$ cat config.mk
export PLATFORM = sky130hd
export DESIGN_NAME = bullet_resolver
export DESIGN_NICKNAME = d
export VERILOG_FILES = /design/src/rtl/bullet_resolver.sv
export SDC_FILE = /design/constraint.sdc
export NUM_CORES = 1
export LEC_CHECK = 0
export BUFFER_PORTS_ARGS = -buffer_cell sky130_fd_sc_hd__buf_2
export CORE_MARGIN = 2
export CORE_UTILIZATION = 35
export CTS_CLUSTER_DIAMETER = 80
export DETAILED_ROUTE_END_ITERATION = 8
export PLACE_DENSITY = 0.61
export SLEW_MARGIN = 20
export SYNTH_ARGS = -nofsm -noshare
export SYNTH_HDL_FRONTEND = slang
export SYNTH_SLANG_ARGS = --single-unit
$ cat constraint.sdc
create_clock -name Clk -period 4.6 [get_ports Clk]
set_input_delay 0.46 -clock Clk [delete_from_list [all_inputs] [get_ports Clk]]
set_output_delay 0.46 -clock Clk [all_outputs]
set_load 0.005 [all_outputs]
$ cat src/rtl/bullet_resolver.sv
// Bullet/tank hit resolver: scores hits once per frame, enforces post-hit immunity,
// holds the shooter's bullet for two frames, and ends the round at WIN_SCORE.
module bullet_resolver #(
  parameter logic [3:0] WIN_SCORE  = 4'd5,
  parameter logic [7:0] INV_FRAMES = 8'd60,
  parameter logic [9:0] TANK_W     = 10'd32,
  parameter logic [9:0] BULLET_W   = 10'd8
) (
  input  logic       Clk,
  input  logic       Reset_n,
  input  logic       frame_clk,
  input  logic       restart,
  input  logic [9:0] p0_tank_X,
  input  logic [9:0] p0_tank_Y,
  input  logic [9:0] p1_tank_X,
  input  logic [9:0] p1_tank_Y,
  input  logic [9:0] p0_bullet_X,
  input  logic [9:0] p0_bullet_Y,
  input  logic [9:0] p1_bullet_X,
  input  logic [9:0] p1_bullet_Y,
  input  logic [1:0] p0_hit,
  input  logic [1:0] p1_hit,
  output logic [1:0] p0_bull_hit,
  output logic [1:0] p1_bull_hit,
  output logic [3:0] score0,
  output logic [3:0] score1,
  output logic [1:0] winner,
  output logic       game_over,
  output logic       freeze
);

  typedef enum logic [1:0] {StIdle, StCheck, StHold, StOver} state_e;

  state_e      state_q, state_d;
  logic        fc_sync_q, fc_sync_d, fc_dly_q, fc_dly_d, primed_q, fe_q, fe_d;
  logic        hold_fe_q, hold_fe_d;
  logic [3:0]  score0_q, score0_d, score1_q, score1_d;
  logic [1:0]  winner_q, winner_d, b0_q, b0_d, b1_q, b1_d;
  logic        game_over_q, game_over_d, freeze_q, freeze_d;
  logic [7:0]  imm0_q, imm0_d, imm1_q, imm1_d;
  logic        hit0, hit1, win0, win1;
  logic [3:0]  score0_n, score1_n;

  function automatic logic overlap(input logic [9:0] bx, input logic [9:0] by,
                                   input logic [9:0] tx, input logic [9:0] ty);
    logic [10:0] bx_e, by_e, tx_e, ty_e;
    bx_e = {1'b0, bx};
    by_e = {1'b0, by};
    tx_e = {1'b0, tx};
    ty_e = {1'b0, ty};
    overlap = (bx_e + {1'b0, BULLET_W} > tx_e) && (bx_e < tx_e + {1'b0, TANK_W}) &&
              (by_e + {1'b0, BULLET_W} > ty_e) && (by_e < ty_e + {1'b0, TANK_W});
  endfunction

  // Each bullet is only ever tested against the opposing tank.
  assign hit0 = (p0_hit == 2'b01) && ((p0_bullet_X != 10'd0) || (p0_bullet_Y != 10'd0)) &&
                overlap(p0_bullet_X, p0_bullet_Y, p1_tank_X, p1_tank_Y) && (imm1_q == 8'd0);
  assign hit1 = (p1_hit == 2'b01) && ((p1_bullet_X != 10'd0) || (p1_bullet_Y != 10'd0)) &&
                overlap(p1_bullet_X, p1_bullet_Y, p0_tank_X, p0_tank_Y) && (imm0_q == 8'd0);

  assign score0_n = !hit0 ? score0_q : (score0_q == 4'hF) ? 4'hF : score0_q + 4'd1;
  assign score1_n = !hit1 ? score1_q : (score1_q == 4'hF) ? 4'hF : score1_q + 4'd1;
  assign win0     = hit0 && (score0_n == WIN_SCORE);
  assign win1     = hit1 && (score1_n == WIN_SCORE);

  always_comb begin
    state_d     = state_q;
    hold_fe_d   = hold_fe_q;
    score0_d    = score0_q;
    score1_d    = score1_q;
    winner_d    = winner_q;
    game_over_d = game_over_q;
    freeze_d    = freeze_q;
    b0_d        = b0_q;
    b1_d        = b1_q;
    imm0_d      = imm0_q;
    imm1_d      = imm1_q;
    // First cycle after reset seeds both samples so a level already high is not an edge.
    fc_sync_d   = frame_clk;
    fc_dly_d    = primed_q ? fc_sync_q : frame_clk;
    fe_d        = primed_q & fc_sync_q & ~fc_dly_q;

    if (fe_q && (state_q == StIdle || state_q == StHold)) begin
      if (imm0_q != 8'd0) imm0_d = imm0_q - 8'd1;
      if (imm1_q != 8'd0) imm1_d = imm1_q - 8'd1;
    end

    unique case (state_q)
      StIdle: if (fe_q) state_d = StCheck;
      StCheck: begin
        score0_d = score0_n;
        score1_d = score1_n;
        if (hit0) begin
          b0_d   = 2'b00;
          imm1_d = INV_FRAMES;
        end
        if (hit1) begin
          b1_d   = 2'b00;
          imm0_d = INV_FRAMES;
        end
        if (win0 || win1) begin
          state_d     = StOver;
          winner_d    = {win1, win0};
          game_over_d = 1'b1;
          freeze_d    = 1'b1;
          b0_d        = 2'b00;
          b1_d        = 2'b00;
        end else if (hit0 || hit1) begin
          state_d   = StHold;
          hold_fe_d = 1'b0;
        end else begin
          state_d = StIdle;
        end
      end
      StHold: begin
        if (fe_q) begin
          if (hold_fe_q) begin
            state_d   = StIdle;
            hold_fe_d = 1'b0;
            b0_d      = 2'b01;
            b1_d      = 2'b01;
          end else begin
            hold_fe_d = 1'b1;
          end
        end
      end
      StOver: begin
        if (restart) begin
          state_d     = StIdle;
          score0_d    = 4'd0;
          score1_d    = 4'd0;
          winner_d    = 2'b00;
          game_over_d = 1'b0;
          freeze_d    = 1'b0;
          b0_d        = 2'b01;
          b1_d        = 2'b01;
          imm0_d      = 8'd0;
          imm1_d      = 8'd0;
        end
      end
      default: state_d = StIdle;
    endcase
  end

  always_ff @(posedge Clk or negedge Reset_n) begin
    if (!Reset_n) begin
      state_q     <= StIdle;
      fc_sync_q   <= 1'b0;
      fc_dly_q    <= 1'b0;
      primed_q    <= 1'b0;
      fe_q        <= 1'b0;
      hold_fe_q   <= 1'b0;
      score0_q    <= 4'd0;
      score1_q    <= 4'd0;
      winner_q    <= 2'b00;
      game_over_q <= 1'b0;
      freeze_q    <= 1'b0;
      b0_q        <= 2'b01;
      b1_q        <= 2'b01;
      imm0_q      <= 8'd0;
      imm1_q      <= 8'd0;
    end else begin
      state_q     <= state_d;
      fc_sync_q   <= fc_sync_d;
      fc_dly_q    <= fc_dly_d;
      primed_q    <= 1'b1;
      fe_q        <= fe_d;
      hold_fe_q   <= hold_fe_d;
      score0_q    <= score0_d;
      score1_q    <= score1_d;
      winner_q    <= winner_d;
      game_over_q <= game_over_d;
      freeze_q    <= freeze_d;
      b0_q        <= b0_d;
      b1_q        <= b1_d;
      imm0_q      <= imm0_d;
      imm1_q      <= imm1_d;
    end
  end

  assign p0_bull_hit = b0_q;
  assign p1_bull_hit = b1_q;
  assign score0      = score0_q;
  assign score1      = score1_q;
  assign winner      = winner_q;
  assign game_over   = game_over_q;
  assign freeze      = freeze_q;

endmodule

# After elaboration in Yosys (flattened, before gate mapping)
# Cells that the tools add are included.
word_totals:
  regBits: 38
  inputBits: 88
  elab_cells: 137
  output_inout_bits: 16
op_classes:
  bitwise_logic: 3
  reduce_logical: 38
  order_cmp: 8
  add_sub_neg: 12
  mux: 44
  eq_ne: 18
op_table:
  columns: ["cell", "n"]
  rows:
  - ["2-to-1 mux 8 bit", 8]
  - ["adder 10 x 4 -> 11 bit (second input constant)", 4]
  - ["adder 10 x 6 -> 11 bit (second input constant)", 4]
  - ["greater-than comparator 11 x 10 -> 1 bit", 4]
  - ["< comparator 10 x 11 -> 1 bit", 4]
  - ["nonzero test 10 bit", 4]
  - ["case mux 8 bit (2 select lines)", 2]
  - ["2-to-1 mux 2 bit", 14]
  - ["2-to-1 mux 4 bit", 5]
  - ["logical NOT 8 bit", 2]
  - ["case mux 4 bit (2 select lines)", 2]
  - ["nonzero test 8 bit", 2]
  - ["subtractor 8 x 1 -> 8 bit (second input constant)", 2]
  - ["logical AND 1 bit", 15]
  - ["!= test 2 bit (second input constant)", 7]
  - ["case mux 2 bit (3 select lines)", 2]
  - ["AND reduction 5 bit", 2]
  - ["adder 4 x 1 -> 4 bit (second input constant)", 2]
  - ["equality test 4 x 3 -> 1 bit (second input constant)", 2]
  - ["equality test 4 bit (second input constant)", 2]
  - ["case mux 2 bit (4 select lines)", 1]
  - ["AND reduction 4 bit", 2]
  - ["2-to-1 mux 1 bit", 7]
  - ["equality test 2 x 1 -> 1 bit (second input constant)", 3]
  - ["other kinds (12)", 21]

# Logic depth before layout (Yosys ltp)
logic_depth:
  ltp_word: 13
  ltp_mapped: 14
  mapped_depth_nobuf: 13

# Worst setup path after synthesis
# No wires, ideal clock.
synth_path:
  kind: "input port to flip-flop"
  from: "input p0_bullet_X[3]"
  to: "register score0_q[3], in the netlist score0[3]"
  path_slack_ns: 1.539
  arrival_time_ns: 2.941
  t_required_ns: 4.480
  path_buffers: 1
  setup_time_ns: 0.120
  path_stages: 14
  path_cell_list: "ha_1 nand3_1 nor2_1 xor2_1 ha_1 nand2_1 nor3_1 o21ai_0 a31oi_1 a31oi_1 or3_1 buf_6 or4b_1 and3_1"
synth_via:
  elab_chain_len: 9
  elab_cells_between_ends: 13
  classes_between: "add/sub: 1; order compare: 2; mux: 2; reduce/logical: 8"
synth_lines:
  columns: ["element", "line", "source"]
  rows:
  - ["from (decl)", "17", "input logic [9:0] p0_bullet_X,"]
  - ["adder 10 x 4 -> 11 bit", "51", "overlap = (bx_e + {1'b0, BULLET_W} > tx_e) && (bx_e < tx_e + {1'b0, TANK_W}) &&"]
  - ["greater-than comparator 11 x 10 -> 1 bit", "51", null]
  - ["logical AND 1 bit (2 in series)", "51", null]
  - ["logical AND 1 bit", "52", "(by_e + {1'b0, BULLET_W} > ty_e) && (by_e < ty_e + {1'b0, TANK_W});"]
  - ["logical AND 1 bit *", "56", "assign hit0 = (p0_hit == 2'b01) && ((p0_bullet_X != 10'd0) || (p0_bullet_Y != 10'd0)) &&"]
  - ["logical AND 1 bit *", "57", "overlap(p0_bullet_X, p0_bullet_Y, p1_tank_X, p1_tank_Y) && (imm1_q == 8'd0);"]
  - ["2-to-1 mux 4 bit *", "61", "assign score0_n = !hit0 ? score0_q : (score0_q == 4'hF) ? 4'hF : score0_q + 4'd1;"]
  - ["case mux 4 bit (2 select lines) *", "88", "unique case (state_q)"]
  - ["to (signal assigned)", "169", "score0_q <= score0_d;"]
  - ["to (decl)", "37", "logic [3:0] score0_q, score0_d, score1_q, score1_d;"]
# Every way passes the cells marked *; elsewhere a longest branch is shown, timed or not.
# A chain may end at the register's enable or synchronous reset.

# Worst setup path after layout
layout_path:
  from: "input p1_bullet_Y[3]"
  to: "register winner_q[0], in the netlist winner[0]"
layout_via:
  elab_chain_len: 12
  elab_cells_between_ends: 16
  classes_between: "add/sub: 1; order compare: 2; eq/ne: 2; mux: 1; reduce/logical: 10"
layout_lines:
  columns: ["element", "line", "source"]
  rows:
  - ["from (decl)", "20", "input logic [9:0] p1_bullet_Y,"]
  - ["adder 10 x 4 -> 11 bit", "52", null]
  - ["greater-than comparator 11 x 10 -> 1 bit", "52", null]
  - ["logical AND 1 bit", "51", null]
  - ["logical AND 1 bit", "52", null]
  - ["logical AND 1 bit *", "58", "assign hit1 = (p1_hit == 2'b01) && ((p1_bullet_X != 10'd0) || (p1_bullet_Y != 10'd0)) &&"]
  - ["logical AND 1 bit *", "59", "overlap(p1_bullet_X, p1_bullet_Y, p0_tank_X, p0_tank_Y) && (imm0_q == 8'd0);"]
  - ["2-to-1 mux 4 bit", "62", "assign score1_n = !hit1 ? score1_q : (score1_q == 4'hF) ? 4'hF : score1_q + 4'd1;"]
  - ["equality test 4 x 3 -> 1 bit", "64", "assign win1 = hit1 && (score1_n == WIN_SCORE);"]
  - ["logical AND 1 bit *", "64", null]
  - ["logical OR 1 bit *", "101", "if (win0 || win1) begin"]
  - ["!= test 2 bit (no source line) *", null, null]
  - ["AND reduction 3 bit (no source line) *", null, null]
  - ["to (signal assigned)", "171", "winner_q <= winner_d;"]
  - ["to (decl)", "38", "logic [1:0] winner_q, winner_d, b0_q, b0_d, b1_q, b1_d;"]
# Marks and branches as above.

==> flow_summary.json <==
{
  "wl_per_cell_um": 13.81,
  "overflow": 0,
  "chipHeight_um": 114.5,
  "drive_gt1_share_pct": 19.15,
  "root_buffer": "clkbuf_16",
  "critPathArrivalTime_ps": 3470,
  "final_max_slew_viol_count": 0,
  "status": "completed",
  "sw_frac_of_total_pct": 33.67,
  "synth_ff_type": "dfrtp_1",
  "antenna_left": 0,
  "grt_max_degree": 37,
  "grt_first_pass_wirelength_um": 18790,
  "grt_pass1_vias": 4244,
  "powerDensity_mw_per_mm2": 261.6,
  "synth.distinct_cells": 54,
  "synth.avg_cell_area_sq_um": 8.100,
  "dpl-instance-area_sq_mm": 0.004928,
  "setup_viol": 0,
  "maxCapViolCount": 0,
  "core_area_sq_mm": 0.01196,
  "routed_wl_um": 10760,
  "row_count": 40,
  "initial_core_util_pct": 35.75,
  "final_common_cell": "buf_2",
  "antenna_found_initial": 0,
  "place_hpwl_um": 9022,
  "peakVddDrop_mv": 0.1492,
  "leakagePower_nw": 2.595,
  "final_area_sq_mm": 0.005111,
  "globalplace.congestion": 0.9071,
  "power_frac_comb_pct": 35.2,
  "critPathKind": "input pin to flop",
  "dr.pass1.iters": 5,
  "clkSlewWorstSetupHoldPaths_ps": 50,
  "post_cts.repair.setup_buffers": 0,
  "hold_slack_ps": 271.8,
  "viasPerCell": 5.344,
  "synthArstFlopShare_pct": 100.0,
  "timing.final.crit_share_pct": 72.30,
  "synth-edff-count": 0,
  "grt.total_usage_pct": 17.14,
  "nNetsFinal": 801,
  "synth_cells": 528,
  "ys_seq_area_share_pct": 21.12,
  "route.detailed.drc": 0,
  "post_cts_resized": 0,
  "cts_max_level": 2,
  "die_w_um": 114.5,
  "hold_viol": 0,
  "cp_max_fo": 10,
  "worstMarginPinSlew_ps": 805.6,
  "num_io_pins": 104,
  "cts-buffers-inserted": 5,
  "finClkSkew_ps": 5.490,
  "cts_sinks": 36,
  "drt_iter0_markers": 166,
  "ys_seq_elements": 36,
  "critPathRequiredTime_ps": 4750,
  "fmax_mhz": 300.7,
  "fin_setup_tns_ps": 0,
  "ff2ff_path_depth": 8,
  "port_buffers": 101,
  "tritoncts": "yes",
  "antenna_cells": 0,
  "insertion_delay_ps": 280,
  "p_sw_mw": 0.4502,
  "intPower_mw": 0.8868,
  "layout_common_cells": "buf_2, ha_1, inv_1",
  "vias": 4163,
  "p_seq_share_pct": 34.1,
  "ctsHoldBuffers": 0,
  "end_kind": "flop",
  "layout_min_cycle_time_ps": 3326,
  "syn_area_sq_mm": 0.004277,
  "hold_path_class": "input pin to async pin",
  "rsz0062_at_grt": "no",
  "relSlewSlack_pct": 46.29,
  "cts_buffer_depth": 2,
  "syn_to_final_growth_pct": 19.51,
  "yosys_warnings": 0,
  "startpoint_type": "input pin",
  "pwr-share-clk_pct": 30.7,
  "dieArea_sq_mm": 0.01312
}
cells by family (layout without fill, tap and decap cells):
family,count (synthesis),in the layout,synth area share (%)
buf+inv,65,168,6.144
xor+xnor,48,48,9.830
other cells,2,3,0.1756
compound gates,105,105,15.10
mux,1,1,0.2341
fa+ha+maj,82,82,23.99
simple gates,189,189,23.41
flops,36,36,21.12
state kept, by name, indices dropped and copies added, names as in the netlist:
name / flops
imm0_q: 8
imm1_q: 8
score0: 4
score1: 4
state_q: 2
winner: 2
fc_dly_q: 1
fc_sync_q: 1
fe_q: 1
freeze: 1
hold_fe_q: 1
p0_bull_hit: 1
p1_bull_hit: 1
primed_q: 1
worst max-delay path: stages:
cell	delay, ps
buf_2	140
ha_1	190
nand3_1	110
nor2_1	140
xor2_1	160
ha_1	270
nand3_1	120
nor4_1	60
or4_1	580
nor4_4	550
nand2_1	310
o211ai_1	270
o21ai_0	110
routing by layer:
layer / up-vias / wire (um) / GRT usage (%)
li1: 2113 / - / -
met1: 1930 / 4931 / 21.91
met2: 108 / 5154 / 30.22
met3: 12 / 539 / 2.382
met4: 0 / 130 / 4.472
met5: - / 0 / 0
area by class of cell:
class,instances,area (sq um)
flip-flops and latches,36,903.4
fillers,1191,6850
clock inverters,1,30.03
well taps,147,183.9
inverters,59,221.5
clock buffers,7,152.6
repair buffers,101,505.5
multi-input cells,428,3114
cells in the mapped netlist, types with 5 or more instances:
| cell | instances | share of area, % |
|---|---|---|
| nor4_1 | 18 | 2.6 |
| nor3_1 | 10 | 1.2 |
| nand4_1 | 10 | 1.5 |
| xnor2_1 | 29 | 5.9 |
| a31oi_1 | 10 | 1.5 |
| nand2_1 | 45 | 3.9 |
| nor2_1 | 33 | 2.9 |
| a21oi_1 | 29 | 3.4 |
| nor2b_1 | 5 | 0.73 |
| a211oi_1 | 9 | 1.6 |
| xor2_1 | 19 | 3.9 |
| inv_1 | 59 | 5.2 |
| dfrtp_1 | 34 | 20 |
| o211ai_1 | 6 | 1.1 |
| o21ai_0 | 27 | 3.2 |
| nand3_1 | 40 | 4.7 |
| ha_1 | 82 | 24 |
| a21o_1 | 5 | 0.88 |
per-stage QoR:
stage | cells | power [mW] | worst slack, ps | util, %
after detailed placement | 771 | 0.9283 | 1011 | 41.20
after global placement | 771 | 0.9043 | 1112 | 41.20
after floorplan | 529 | 0.7705 | 1539 | -
after global routing | 779 | 1.446 | 1018 | 42.73
after CTS | 779 | 1.349 | 1267 | 42.73
final | 779 | 1.337 | 1274 | 42.73
power groups by stage:
stage / sequential, mW / combinational, mW / clock, mW
after floorplan: 0.445 / 0.326 / 0
after global placement: 0.454 / 0.450 / 0
after detailed placement: 0.459 / 0.469 / 0
after CTS: 0.454 / 0.474 / 0.420
after global routing: 0.465 / 0.544 / 0.437
final: 0.456 / 0.471 / 0.411
final timing paths:
path / from / to / slack [ps]
worst max-delay path: p1_bullet_Y[3] / winner[0] / 1270
worst min-delay path: Reset_n / imm0_q[3] / 270
worst max register to register: imm1_q[2] / score0[3] / 1420
worst min register to register: fc_dly_q / fe_q / 390
max in group asynchronous: Reset_n / imm0_q[1] / 3810
min in group Clk: frame_clk / fc_sync_q / 300
No activity file was read; power rests on OpenSTA's default activity.
